$ cat config.mk
export PLATFORM = sky130hd
export DESIGN_NAME = multicycle_ctrl_fsm_flat
export DESIGN_NICKNAME = d
export VERILOG_FILES = /design/src/rtl/multicycle_ctrl_fsm_pkg.sv /design/src/rtl/multicycle_ctrl_fsm_if.sv /design/src/rtl/multicycle_ctrl_fsm_wait_timer.sv /design/src/rtl/multicycle_ctrl_fsm.sv /design/src/flat_wrapper.sv
export SDC_FILE = /design/constraint.sdc
export NUM_CORES = 1
export LEC_CHECK = 0
export CAP_MARGIN = 40
export CORE_MARGIN = 2
export CORE_UTILIZATION = 42
export CTS_CLUSTER_SIZE = 8
export DETAILED_ROUTE_END_ITERATION = 8
export PLACE_DENSITY_LB_ADDON = 0.08
export SLEW_MARGIN = 10
export SYNTH_ARGS = -nofsm -noshare
export SYNTH_HDL_FRONTEND = slang
export SYNTH_SLANG_ARGS = --single-unit
export TNS_END_PERCENT = 5
$ cat constraint.sdc
create_clock -name clk -period 1.9 [get_ports clk]
set_clock_uncertainty 0.1 [all_clocks]
set_input_delay 0.38 -clock clk [delete_from_list [all_inputs] [get_ports clk]]
set_output_delay 0.38 -clock clk [all_outputs]
set_load 0.02 [all_outputs]
$ cat src/rtl/multicycle_ctrl_fsm_pkg.sv
// Shared encodings for the multi-cycle instruction sequencer: states, opcodes,
// PC control codes and ALU function codes.
package multicycle_ctrl_fsm_pkg;

    typedef enum logic [2:0] {
        S_IDLE   = 3'd0,
        S_FETCH  = 3'd1,
        S_DECODE = 3'd2,
        S_EXEC   = 3'd3,
        S_WB     = 3'd4,
        S_JUMP   = 3'd5,
        S_HALT   = 3'd6
    } state_t;

    localparam logic [3:0] OP_ADD  = 4'b0000;
    localparam logic [3:0] OP_SUB  = 4'b0001;
    localparam logic [3:0] OP_AND  = 4'b0010;
    localparam logic [3:0] OP_OR   = 4'b0011;
    localparam logic [3:0] OP_LDI  = 4'b1000;
    localparam logic [3:0] OP_JMP  = 4'b1001;
    localparam logic [3:0] OP_BEQZ = 4'b1010;
    localparam logic [3:0] OP_HALT = 4'b1111;

    localparam logic [1:0] PC_HOLD = 2'b00;
    localparam logic [1:0] PC_INC  = 2'b01;
    localparam logic [1:0] PC_LOAD = 2'b10;

    localparam logic [2:0] ALU_ADD = 3'd0;
    localparam logic [2:0] ALU_SUB = 3'd1;
    localparam logic [2:0] ALU_AND = 3'd2;
    localparam logic [2:0] ALU_OR  = 3'd3;

endpackage

$ cat src/rtl/multicycle_ctrl_fsm_if.sv
// Handshake and strobe bundle between the sequencer (slave) and the
// datapath/fetch side (master).
interface multicycle_ctrl_fsm_if #(
    parameter int NUM_REGS = 4,
    parameter int RD_W     = 2
);
    logic                start;
    logic                fetch_done;
    logic                exec_done;
    logic [3:0]          opcode;
    logic [RD_W-1:0]     rd;
    logic                zero;
    logic                fetch_pulse;
    logic                exec_pulse;
    logic                pc_pulse;
    logic [1:0]          pc_ctrl;
    logic [NUM_REGS-1:0] reg_en;
    logic                alu_in_sel;
    logic [2:0]          alu_func;
    logic                busy;
    logic                err;

    modport master (
        output start, fetch_done, exec_done, opcode, rd, zero,
        input  fetch_pulse, exec_pulse, pc_pulse, pc_ctrl, reg_en,
               alu_in_sel, alu_func, busy, err
    );

    modport slave (
        input  start, fetch_done, exec_done, opcode, rd, zero,
        output fetch_pulse, exec_pulse, pc_pulse, pc_ctrl, reg_en,
               alu_in_sel, alu_func, busy, err
    );
endinterface

$ cat src/rtl/multicycle_ctrl_fsm_wait_timer.sv
// Wait-cycle counter shared by FETCH and EXEC; flags the last allowed cycle.
module multicycle_ctrl_fsm_wait_timer #(
    parameter int TIMEOUT_CYC = 16
) (
    input  logic clk,
    input  logic rst,
    input  logic clr,
    input  logic active,
    input  logic done,
    output logic timeout
);
    localparam int CW = (TIMEOUT_CYC > 1) ? $clog2(TIMEOUT_CYC) : 1;
    localparam logic [CW-1:0] LIMIT = (TIMEOUT_CYC > 0) ? CW'(TIMEOUT_CYC - 1) : '0;

    logic [CW-1:0] cnt;

    always_ff @(posedge clk) begin
        if (rst || clr)
            cnt <= '0;
        else if (active && !done)
            cnt <= cnt + CW'(1);
    end

    // With TIMEOUT_CYC == 0 the counter free-runs but never raises the flag.
    assign timeout = (TIMEOUT_CYC != 0) && (cnt == LIMIT);

endmodule

$ cat src/rtl/multicycle_ctrl_fsm.sv
// Multi-cycle instruction sequencer: IDLE->FETCH->DECODE->EXEC->WB plus
// JUMP/HALT, with registered strobes decoded from the next state.
module multicycle_ctrl_fsm
    import multicycle_ctrl_fsm_pkg::*;
#(
    parameter int NUM_REGS    = 4,
    parameter int RD_W        = 2,
    parameter int TIMEOUT_CYC = 16
) (
    input logic                    clk,
    input logic                    rst,
    multicycle_ctrl_fsm_if.slave   bus
);
    state_t          state, next_state;
    logic [RD_W-1:0] rd_q;
    logic            illegal, timed_out, tmo;
    logic            sel_n;
    logic [2:0]      fn_n;
    logic            in_wait, wait_done, timer_clr;
    logic            enter_fetch, enter_exec, enter_jump;

    function automatic logic [NUM_REGS-1:0] onehot(input logic [RD_W-1:0] idx);
        onehot      = '0;
        onehot[idx] = 1'b1;
    endfunction

    assign in_wait   = (state == S_FETCH) || (state == S_EXEC);
    assign wait_done = (state == S_FETCH) ? bus.fetch_done : bus.exec_done;
    assign timer_clr = ((next_state == S_FETCH) || (next_state == S_EXEC)) && (next_state != state);

    multicycle_ctrl_fsm_wait_timer #(.TIMEOUT_CYC(TIMEOUT_CYC)) u_timer (
        .clk     (clk),
        .rst     (rst),
        .clr     (timer_clr),
        .active  (in_wait),
        .done    (wait_done),
        .timeout (tmo)
    );

    always_comb begin
        next_state = state;
        illegal    = 1'b0;
        timed_out  = 1'b0;
        sel_n      = bus.alu_in_sel;   // held while waiting in EXEC
        fn_n       = bus.alu_func;
        case (state)
            S_IDLE, S_HALT: if (bus.start) next_state = S_FETCH;
            S_FETCH: begin
                if (bus.fetch_done)
                    next_state = S_DECODE;
                else if (tmo) begin
                    next_state = S_IDLE;
                    timed_out  = 1'b1;
                end
            end
            S_DECODE: begin
                case (bus.opcode)
                    OP_ADD, OP_SUB, OP_AND, OP_OR: begin
                        next_state = S_EXEC;
                        sel_n      = 1'b1;
                        fn_n       = bus.opcode[2:0];
                    end
                    OP_LDI: begin
                        next_state = S_EXEC;
                        sel_n      = 1'b0;
                        fn_n       = ALU_ADD;
                    end
                    OP_JMP:  next_state = S_JUMP;
                    OP_BEQZ: next_state = bus.zero ? S_JUMP : S_FETCH;
                    OP_HALT: next_state = S_HALT;
                    default: begin
                        next_state = S_IDLE;
                        illegal    = 1'b1;
                    end
                endcase
            end
            S_EXEC: begin
                if (bus.exec_done)
                    next_state = S_WB;
                else if (tmo) begin
                    next_state = S_IDLE;
                    timed_out  = 1'b1;
                end
            end
            S_WB, S_JUMP: next_state = S_FETCH;
            default:      next_state = S_IDLE;
        endcase
    end

    assign enter_fetch = (next_state == S_FETCH) && (state != S_FETCH);
    assign enter_exec  = (next_state == S_EXEC)  && (state != S_EXEC);
    assign enter_jump  = (next_state == S_JUMP);

    always_ff @(posedge clk) begin
        if (rst) begin
            state           <= S_IDLE;
            rd_q            <= '0;
            bus.fetch_pulse <= 1'b0;
            bus.exec_pulse  <= 1'b0;
            bus.pc_pulse    <= 1'b0;
            bus.pc_ctrl     <= PC_HOLD;
            bus.reg_en      <= '0;
            bus.alu_in_sel  <= 1'b0;
            bus.alu_func    <= ALU_ADD;
            bus.busy        <= 1'b0;
            bus.err         <= 1'b0;
        end else begin
            state <= next_state;
            if (state == S_DECODE)
                rd_q <= bus.rd;
            bus.fetch_pulse <= enter_fetch;
            bus.exec_pulse  <= enter_exec;
            bus.pc_pulse    <= enter_fetch || enter_jump;
            bus.pc_ctrl     <= enter_fetch ? PC_INC : (enter_jump ? PC_LOAD : PC_HOLD);
            bus.reg_en      <= (next_state == S_WB) ? onehot(rd_q) : '0;
            bus.alu_in_sel  <= (next_state == S_EXEC) ? sel_n : 1'b0;
            bus.alu_func    <= (next_state == S_EXEC) ? fn_n : ALU_ADD;
            bus.busy        <= (next_state != S_IDLE) && (next_state != S_HALT);
            bus.err         <= bus.err || illegal || timed_out;
        end
    end

endmodule
$ cat src/flat_wrapper.sv
// flat-port wrapper written by rule: the top's interface ports become plain ports
module multicycle_ctrl_fsm_flat import multicycle_ctrl_fsm_pkg::*;
#(
    parameter int NUM_REGS    = 4,
    parameter int RD_W        = 2,
    parameter int TIMEOUT_CYC = 16
)
  (clk, rst, bus_start, bus_fetch_done, bus_exec_done, bus_opcode, bus_rd, bus_zero, bus_fetch_pulse, bus_exec_pulse, bus_pc_pulse, bus_pc_ctrl, bus_reg_en, bus_alu_in_sel, bus_alu_func, bus_busy, bus_err);
  multicycle_ctrl_fsm_if #(.NUM_REGS(NUM_REGS), .RD_W(RD_W)) bus_i ();
  input logic clk;
  input logic rst;
  input wire logic [$bits(bus_i.start)-1:0] bus_start;
  input wire logic [$bits(bus_i.fetch_done)-1:0] bus_fetch_done;
  input wire logic [$bits(bus_i.exec_done)-1:0] bus_exec_done;
  input wire logic [$bits(bus_i.opcode)-1:0] bus_opcode;
  input wire logic [$bits(bus_i.rd)-1:0] bus_rd;
  input wire logic [$bits(bus_i.zero)-1:0] bus_zero;
  output wire logic [$bits(bus_i.fetch_pulse)-1:0] bus_fetch_pulse;
  output wire logic [$bits(bus_i.exec_pulse)-1:0] bus_exec_pulse;
  output wire logic [$bits(bus_i.pc_pulse)-1:0] bus_pc_pulse;
  output wire logic [$bits(bus_i.pc_ctrl)-1:0] bus_pc_ctrl;
  output wire logic [$bits(bus_i.reg_en)-1:0] bus_reg_en;
  output wire logic [$bits(bus_i.alu_in_sel)-1:0] bus_alu_in_sel;
  output wire logic [$bits(bus_i.alu_func)-1:0] bus_alu_func;
  output wire logic [$bits(bus_i.busy)-1:0] bus_busy;
  output wire logic [$bits(bus_i.err)-1:0] bus_err;
  assign bus_i.start = bus_start;
  assign bus_i.fetch_done = bus_fetch_done;
  assign bus_i.exec_done = bus_exec_done;
  assign bus_i.opcode = bus_opcode;
  assign bus_i.rd = bus_rd;
  assign bus_i.zero = bus_zero;
  assign bus_fetch_pulse = bus_i.fetch_pulse;
  assign bus_exec_pulse = bus_i.exec_pulse;
  assign bus_pc_pulse = bus_i.pc_pulse;
  assign bus_pc_ctrl = bus_i.pc_ctrl;
  assign bus_reg_en = bus_i.reg_en;
  assign bus_alu_in_sel = bus_i.alu_in_sel;
  assign bus_alu_func = bus_i.alu_func;
  assign bus_busy = bus_i.busy;
  assign bus_err = bus_i.err;
  multicycle_ctrl_fsm #(.NUM_REGS(NUM_REGS), .RD_W(RD_W), .TIMEOUT_CYC(TIMEOUT_CYC)) u_core (.clk(clk), .rst(rst), .bus(bus_i));
endmodule
==> results by stage, run 1 <==
Clock tree:
- The clock transition at the registers of the reported paths is 130 ps.
- Counting along the longest clock path gives a buffer depth of 2.
- In this run the number of H-tree levels came out at 1.
- The number of CTS-inserted buffers is 3.
- CTS saw 23 sinks.
- TritonCTS built the clock tree.
- Clock latency on the worst-skew pair, taken at its later pin, is 330 ps.
- In this run the clock root is driven by a sky130_fd_sc_hd__clkbuf_4.

Power:
- The sequential cell fraction of total power is 0.510.
- Internal power comes to 716 uW.
- Of the total power, combinational logic draws 0.253.
- The switching power share of the total is 0.287.
- For this design the ratio of total power to cell area is 584 mW/mm^2.
- The overall power consumption is 1000 uW.
- The static leakage is 0.000697 uW.
- The share of total power dissipated in the clock network is 0.236.
- The power spent charging and discharging nets is 288 uW.
- VDD sags by at most 429 uV.

GRT:
- The first global-routing pass estimated 4000 um of wire.
- The maximum number of pins on one net before global-route repair is 14.
- Across every metal layer, demand over resource in global routing totals 0.193.
- The total congestion overflow after global routing is 0.
- The via count of the first global-routing pass was 900.
- The number of antenna violations at the first check in global routing was 0.

Cells and area:
- The proportion of layout cells with a drive suffix above 1 is 0.382.
- The final net count is 192.
- The area of the multi-input gates is 604 um^2.
- The final non-filler cell total is 208.
- The repair_antennas step left the layout with diodes totalling 0.
- The area growth from synthesis to layout is 65.3%.
- The area taken by flip-flops and latches is 474 um^2.
- Fill cells in the final layout number 193.

Detailed routing:
- The first TritonRoute pass finished after 4 iterations.
- Using the TritonRoute via totals, the vias-per-cell ratio works out to 4.88.
- The total via count in the routed design is 1016.
- The routed design has 2540 um of wire.
- The mean routed wirelength per cell is 12.2 um.
- The final routed DRC violation total is 0.
- The count of antenna-violating nets left after detailed routing is 0.
- The detailed router finished its first iteration with 16 violations.

Timing:
- The number of slew-limit violations in the final report is 0.
- The share of the clock period used by the worst path is 1.03.
- The total count of hold-check failures in the final report is 0.
- Subtracting the final worst setup slack from the clock period gives 1960 ps.
- The transition time of the tightest slew-check pin is 308 ps.
- The highest attainable clock frequency is 0.509 GHz.
- In this run the tightest slew margin relative to its limit is 0.793.
- The post-layout worst setup margin is -64.3 ps.
- In the final timing run, aggregate negative setup slack is -119 ps.
- Setup repair after global routing could not meet its margin everywhere.
- The total setup violations reported at the end of the flow is 4.
- The tightest hold path in the finished design has a slack of 354 ps.

Yosys:
- The number of distinct library cells after synthesis is 39.
- The number of synthesized register bits is 23.
- The share of synthesized area in the top cell type comes to 0.442.
- The net count of the mapped netlist is 129.
- Each instance of the synthesized netlist takes up on average 8.97 um^2.
- The post-synthesis instance area is 0.00104 mm^2.
- Counting flops with an async set or reset pin after synthesis yields a share of 0.
- In the post-synthesis netlist, the biggest area contributors are sky130_fd_sc_hd__dfxtp_1 44%, sky130_fd_sc_hd__a21oi_1 5.3%, sky130_fd_sc_hd__nor2_1 5.0%.
- The post-synthesis cell type with the largest combined area is sky130_fd_sc_hd__dfxtp_1.
- The number of warnings printed during yosys synthesis is 0.
- The dominant synthesized flop cell is sky130_fd_sc_hd__dfxtp_1.
- The sequential cell area fraction in the yosys report is 0.442.
- The cell count after synthesis is 116.
- The synthesized design contains 0 enable-type register cells.

Worst hold path:
- In this run the most critical hold path is launched from u_core.bus.alu_func[2]$_SDFFE_PP0P_.
- For hold timing, the worst endpoint is u_core.bus.alu_func[2]$_SDFFE_PP0P_.
- The class of the most critical hold timing path is register to register.
- The worst hold path was traced through 2 stages.

Worst setup path:
- The endpoint of the most critical register-to-register path is u_core.bus.reg_en[3]$_SDFF_PP0_.
- Data on the critical path arrives at its endpoint at 2120 ps.
- The worst register-to-register path begins at u_core.u_timer.cnt[0]$_SDFFE_PP0P_.
- The slowest stage cell on the critical path is sky130_fd_sc_hd__dfxtp_2.
- The reg2reg setup slack is -60 ps.
- STA puts the critical path data required time at 2060 ps.
- Along the worst path, the maximum fanout reaches 5.
- The depth of the worst register-to-register path is 7.
- The critical path class is register to register.
- The largest stage delay on the critical path is 350 ps.
- The critical path goes through ha_1 > nand3_1 > and4b_2 > a211oi_4 > buf_6 > nand4b_1 > nor3_1.
- The category of the worst setup path launch point is a register.
- The critical path capture point type is a register.

Placement:
- Once detailed placement completed, the half-perimeter wirelength came to 1870 um.
- The placer congestion estimate is 0.817.
- Including well taps, the total number of placed cells is 196.
- Input and output buffers added on the ports amount to 26.

Flow run:
- Max-cap violations in this run came to 0.

Floorplan:
- In this run the standard cell core region covers 0.00241 mm^2.
- The height of the chip is 53.8 um.
- After floorplanning, the core was divided into 18 placement rows.
- The width of the die is 53.8 um.
- The initial utilization of the core area, before any placement, comes to 0.432.
- For this design the top-level I/O count stands at 27.
- The die covers 0.00289 mm^2.

Status:
- The final reports fail on negative setup slack.
- The flow ran to the end, but the final reports show violations.
==> layout by cell type, fill, tap and decap left out, types with 2 or more instances in the layout <==
master / Yosys / routed
sky130_fd_sc_hd__buf_4: 2 / 33
sky130_fd_sc_hd__clkdlybuf4s50_1: 0 / 21
sky130_fd_sc_hd__dfxtp_1: 23 / 18
sky130_fd_sc_hd__nor2_1: 14 / 14
sky130_fd_sc_hd__a21oi_1: 11 / 7
sky130_fd_sc_hd__nand2_1: 6 / 6
sky130_fd_sc_hd__nor3_1: 10 / 6
sky130_fd_sc_hd__inv_1: 5 / 5
sky130_fd_sc_hd__dlygate4sd2_1: 0 / 5
sky130_fd_sc_hd__buf_6: 0 / 5
sky130_fd_sc_hd__a21oi_2: 0 / 4
sky130_fd_sc_hd__nor3_2: 0 / 4
sky130_fd_sc_hd__nor2b_1: 4 / 3
sky130_fd_sc_hd__xor2_1: 3 / 3
sky130_fd_sc_hd__clkbuf_4: 0 / 3
sky130_fd_sc_hd__dfxtp_4: 0 / 3
sky130_fd_sc_hd__nand3_1: 2 / 2
sky130_fd_sc_hd__o21ai_0: 3 / 2
sky130_fd_sc_hd__a211oi_4: 1 / 2
sky130_fd_sc_hd__and3_1: 2 / 2
sky130_fd_sc_hd__xnor2_1: 2 / 2
sky130_fd_sc_hd__a211oi_2: 1 / 2
sky130_fd_sc_hd__dfxtp_2: 0 / 2
==> area by class of cell <==
| class | instances | share of cell area |
|---|---|---|
| flip-flops and latches | 23 | 0.276 |
| well taps | 30 | 0.0218 |
| clock inverters | 1 | 0.00291 |
| inverters | 5 | 0.0109 |
| repair buffers | 64 | 0.324 |
| multi-input cells | 82 | 0.351 |
| clock buffers | 3 | 0.0131 |
==> worst max path at each step <==
stage	from	end	slack (ps)	depth (start not counted)
global placement	bus_opcode[0]	u_core.bus.alu_func[1]$_SDFFE_PP0P_	-510	7
CTS	bus_fetch_done	u_core.bus.alu_func[1]$_SDFFE_PP0P_	-40	7
floorplan	u_core.state[2]$_SDFF_PP0_	u_core.bus.alu_func[0]$_SDFFE_PP0P_	-7	5
detailed placement	bus_opcode[0]	u_core.bus.alu_func[1]$_SDFFE_PP0P_	-540	7
global route	u_core.state[1]$_SDFF_PP0_	u_core.bus.reg_en[3]$_SDFF_PP0_	-210	8
finish	u_core.u_timer.cnt[0]$_SDFFE_PP0P_	u_core.bus.reg_en[3]$_SDFF_PP0_	-60	7
==> state kept, by name (all words and copies together) (netlist names), 2 cells and up <==
| register | cells |
|---|---|
| u_core.bus.alu_func | 3 |
| u_core.bus.reg_en | 4 |
| u_core.rd_q | 2 |
| u_core.u_timer.cnt | 4 |
| u_core.state | 3 |
==> synth_stat cells (2+ instances only) <==
library cell and instances:
sky130_fd_sc_hd__o21ai_0 3, sky130_fd_sc_hd__nand3_1 2, sky130_fd_sc_hd__nand2_1 6, sky130_fd_sc_hd__nor3_1 10, sky130_fd_sc_hd__nor2b_1 4, sky130_fd_sc_hd__dfxtp_1 23
sky130_fd_sc_hd__xnor2_1 2, sky130_fd_sc_hd__a211oi_1 2, sky130_fd_sc_hd__nor2_1 14, sky130_fd_sc_hd__xor2_1 3, sky130_fd_sc_hd__and3_1 2, sky130_fd_sc_hd__inv_1 5
sky130_fd_sc_hd__a21oi_1 11, sky130_fd_sc_hd__buf_4 2, sky130_fd_sc_hd__clkbuf_1 3
==> logic make-up after synthesis <==
logic type	synth area share
flops	0.442
compound gates	0.185
fa+ha+maj	0.0120
buf+inv	0.0481
simple gates	0.261
mux	0.00962
xor+xnor	0.0421
==> per-layer routing <==
layer,GRT usage,share of wire
met5,0,0
met4,0.0513,0.010
met3,0.0333,0.039
met2,0.325,0.50
met1,0.253,0.45
==> per-stage QoR <==
stage	cell area [um^2]	util	setup slack [ps]
6_report	1720	0.714	-64.3
5_1_grt	1720	0.714	-210
4_1_cts	1600	0.665	-41.6
3_5_place_dp	1540	0.639	-543
3_3_place_gp	1540	0.639	-507
2_1_floorplan	1050	-	-7.21
==> worst max-delay path: cells and delay by family, from the launching register on <==
family                     cells  cell delay [ps]
adders and majority gates      1              160
AOI/OAI and AO/OA              1              290
and+or+nand+nor                4              840
buffers and inverters          1              160
DFF                            1              350
==> power groups by stage <==
stage / clock network (uW) / logic, uW / registers, uW
2_1_floorplan: 0 / 108 / 528
3_3_place_gp: 0 / 223 / 522
3_5_place_dp: 0 / 225 / 523
4_1_cts: 243 / 231 / 513
5_1_grt: 263 / 276 / 515
6_report: 237 / 254 / 513
==> timing repair <==
| item | 4_1_cts | 5_1_grt |
|---|---|---|
| pin swaps | 4 | 11 |
| hold buffers | 0 | 0 |
| buffers inserted | 3 | 5 |
| setup endpoints to repair | 17 | 14 |
| gates resized for setup | 13 | 21 |
Power figures use the tool's default switching activity.
==> inputs of run 2 (changes only) <==
- CELL_PAD_IN_SITES_DETAIL_PLACEMENT: unset -> 0
- CELL_PAD_IN_SITES_GLOBAL_PLACEMENT: unset -> 1
- CORE_UTILIZATION: 42 -> 37
- clock period: 1.9 -> 2.4 ns (I/O delays scaled with it)
==> run 2 against run 1 <==
Net effect:
- the flow now finishes without violations
- combinational power down 37%
- first-iteration DRC count up 81%
- setup slack better by 260 ps
- power down 26%
- global-route usage down 5.7 points
- via count down 9.0%
- non-clock buffer count down 22
- design area down 15%
- wire length down 20%
- sequential power down 20%
- final cell count down 10%
- critical endpoint is now u_core.bus.alu_func[0]$_SDFFE_PP0P_
==> results by stage, run 2 (synthesis gave the netlist of run 1 again) <==
Status:
- The run finished with clean final reports.

Cells and area:
- The proportion of layout cells with a drive suffix above 1 is 0.179 (-0.203).
- The utilization after layout is 0.537 (-0.177).
- The final non-filler cell total came to 187 (-10%).
- The largest registers in the layout are u_core.bus.reg_en (4), u_core.u_timer.cnt (4).
- The layout overhead on the synthesized area is 39.9%.
- The library cell used most frequently in the layout, excluding fill and tap cells, is sky130_fd_sc_hd__clkdlybuf4s50_1.
- The cell area after layout is 0.00146 mm^2 (-15%).
- The final-layout fill cell count is 290 (+50%).
- In the layout the commonest cells are 26 x sky130_fd_sc_hd__clkdlybuf4s50_1, 23 x sky130_fd_sc_hd__dfxtp_1, 16 x sky130_fd_sc_hd__buf_4, 14 x sky130_fd_sc_hd__nor2_1, 11 x sky130_fd_sc_hd__a21oi_1.
- The final antenna diode count is 0 (unchanged).
- The final net count is 170 (-11%).

Floorplan:
- The I/O pin count came to 27 (unchanged).
- The number of core rows is 19 (+1).
- The full die area is 0.00325 mm^2 (+12%).
- The starting utilization of the core area was 0.384 (-0.0479).
- The height of the chip is 57.0 um (+6.1%).
- The width of the die is 57.0 um (+6.1%).
- The placeable core region was 0.00271 mm^2 (+12%).

Worst setup path:
- The data required time at the worst endpoint is 2520 ps (+460 ps).
- The number of buffer and inverter stages on the critical path is 1 (unchanged).
- The maximum fanout encountered on the critical timing path came to 6 (+1).
- STA classifies the critical path startpoint as a primary input.
- The arrival time at the worst endpoint was 2330 ps (+210 ps).
- The slowest stage cell on the critical path is sky130_fd_sc_hd__or4_4.
- The largest stage delay on the critical path is 580 ps (+230 ps).
- The startpoint of the most critical register-to-register path is u_core.state[1]$_SDFF_PP0_.
- Tracing the worst setup path back leads to its startpoint at bus_opcode[1].
- The endpoint identified for the worst register-to-register timing path is u_core.bus.alu_func[0]$_SDFFE_PP0P_.
- On the critical path the largest part of the delay comes from compound AO/OA/AOI/OAI gates.
- Walking the worst path, the cells encountered are clkdlybuf4s50_1 > a21bo_2 > a21oi_1 > o22ai_1 > or4_4 > a211oi_1.
- The depth of the worst register-to-register path is 6 (-1).
- The critical path class is primary input to register.
- The reg2reg setup slack is 290 ps (+350 ps).
- The critical path capture point type is a register.

Clock tree:
- The number of CTS-inserted buffers came to 3 (unchanged).
- The maximum level of the CTS H-tree is 1 (unchanged).
- The clock tree from TritonCTS is done.
- The post-CTS repair timing setup buffer count is 0 (-3).
- The tree is rooted in a sky130_fd_sc_hd__clkbuf_4.
- The hold-fix buffer count after cts is 0 (unchanged).
- The clock insertion delay at the later pin of the skew report is 300 ps (-30 ps).
- The clock transition at the registers of the reported paths came to 110 ps (-20 ps).
- The maximum root-to-sink buffer count is 2 (unchanged).
- The number of sinks on the clock net is 23 (unchanged).
- The number of instances resized during post-cts repair is 0 (-13).

Power:
- The clock group share of total power was 0.232 (-0.004).
- The overall power consumption is 739 uW (-26%).
- The worst voltage drop across the vdd grid is 322 uV (-25%).
- The fraction of power consumed by combinational cells came to 0.217 (-0.036).
- The static leakage came to 0.000554 uW (-21%).
- The sequential cell fraction of total power came to 0.551 (+0.041).
- The internal cell power is 544 uW (-24%).
- The switching power share of the total is 0.264 (-0.0230).
- The power spent charging and discharging nets is 195 uW (-32%).
- The power density over the cells is 508 mW/mm^2 (-13%).

Placement:
- The placed instance count came to 183 (-6.6%).
- The standard cell area after detailed placement is 0.00143 mm^2 (-7.2%).
- The placer congestion estimate is 0.745 (-8.8%).
- The detailed placement HPWL is 1650 um (-12%).
- The number of buffer cells added on primary ports came to 26 (unchanged).

Timing:
- Derived from the worst setup path, the maximum achievable clock frequency is 0.454 GHz.
- The total setup violations reported at the end of the flow is 0 (-4).
- The share of the clock period used by the worst path is 0.918.
- The worst slew margin relative to its limit is 0.678 (-0.115).
- The final-layout worst hold slack was 347 ps (-6.37 ps).
- The smallest clock period supported by the final layout is computed as 2200 ps.
- Setup repair after global routing left no endpoint under its margin.
- The transition time of the tightest slew-check pin came to 478 ps (+170 ps).
- The total count of hold-check failures in the final report is 0 (unchanged).
- The number of slew-limit violations in the final report is 0 (unchanged).

GRT:
- The first-pass GRT wire length was 3550 um (-11%).
- The number of antenna violations at the first check in global routing is 0 (unchanged).
- The via count of the first global-routing pass is 853 (-5.2%).
- The maximum number of pins on one net before global-route repair is 14 (unchanged).
- The global-route usage over all layers was 0.136 (-0.0571).
- The total congestion overflow after global routing was 0 (unchanged).

Worst hold path:
- The terminating pin of the worst hold path is u_core.bus.alu_func[2]$_SDFFE_PP0P_.
- In this run the worst hold path is classified as register to register.
- The startpoint of the tightest hold check path is u_core.bus.alu_func[2]$_SDFFE_PP0P_.
- The hold-critical path depth came to 2 (unchanged).

Detailed routing:
- The total via count in the routed design is 925 (-9.0%).
- The count of antenna-violating nets left after detailed routing came to 0 (unchanged).
- The final wirelength came to 2040 um (-20%).
- The initial detailed-routing violation count is 29 (+13).
- The average via count per standard cell came to 4.95 (+1.3%).
- The mean routed wirelength per cell is 10.9 um (-11%).
- The final routed DRC violation total is 0 (unchanged).
- The number of detailed-routing iterations run before antenna repair is 4 (unchanged).

Flow run:
- The number of violations of the max-capacitance limit was 0 (unchanged).
run 2: area by class of cell:
class	instances	area, um^2	area share
clock inverters	1	5.00	0.00344
repair buffers	42	380	0.261
multi-input cells	82	531	0.364
clock buffers	3	22.5	0.0155
flip-flops and latches	23	460	0.316
inverters	5	18.8	0.0129
well taps	31	38.8	0.0266
run 2: worst max path at each step:
stage                                                      to  slack (ps)  cells past startpoint
after floorplan           u_core.bus.alu_func[1]$_SDFFE_PP0P_         340                      6
after global placement        u_core.bus.reg_en[3]$_SDFF_PP0_         -70                      7
after detailed placement  u_core.bus.alu_func[1]$_SDFFE_PP0P_        -130                      6
after CTS                 u_core.bus.alu_func[0]$_SDFFE_PP0P_         190                      6
after global routing      u_core.bus.alu_func[0]$_SDFFE_PP0P_         100                      6
final                     u_core.bus.alu_func[0]$_SDFFE_PP0P_         200                      6
run 2: worst register-to-register path, delay by kind of cell (launching register included):
family | cells | cell delay, ps
AND/OR/NAND/NOR | 2 | 630
buffers and inverters | 1 | 180
flip-flops | 1 | 570
AO/OA/AOI/OAI | 3 | 550
run 2: metrics by stage:
stage                     worst slack, ps  TNS, ps
final                                 196        0
after global routing                 95.4        0
after CTS                             194        0
after detailed placement             -126     -643
after global placement              -69.2     -451
after floorplan                       340        0
run 2: power by group through the flow:
stage               combinational (uW)  clock, uW  sequential, uW
global placement                   162          0             417
finish                             160        171             408
detailed placement                 162          0             416
floorplan                         82.6          0             418
global route                       177        195             410
CTS                                162        180             408
run 2: routing by layer:
layer	up-vias	GRT usage	share of wire
met4	0	0.0399	0.011
met2	22	0.217	0.44
met1	410	0.185	0.49
met5	-	0	0
li1	489	-	-
met3	4	0.0317	0.054
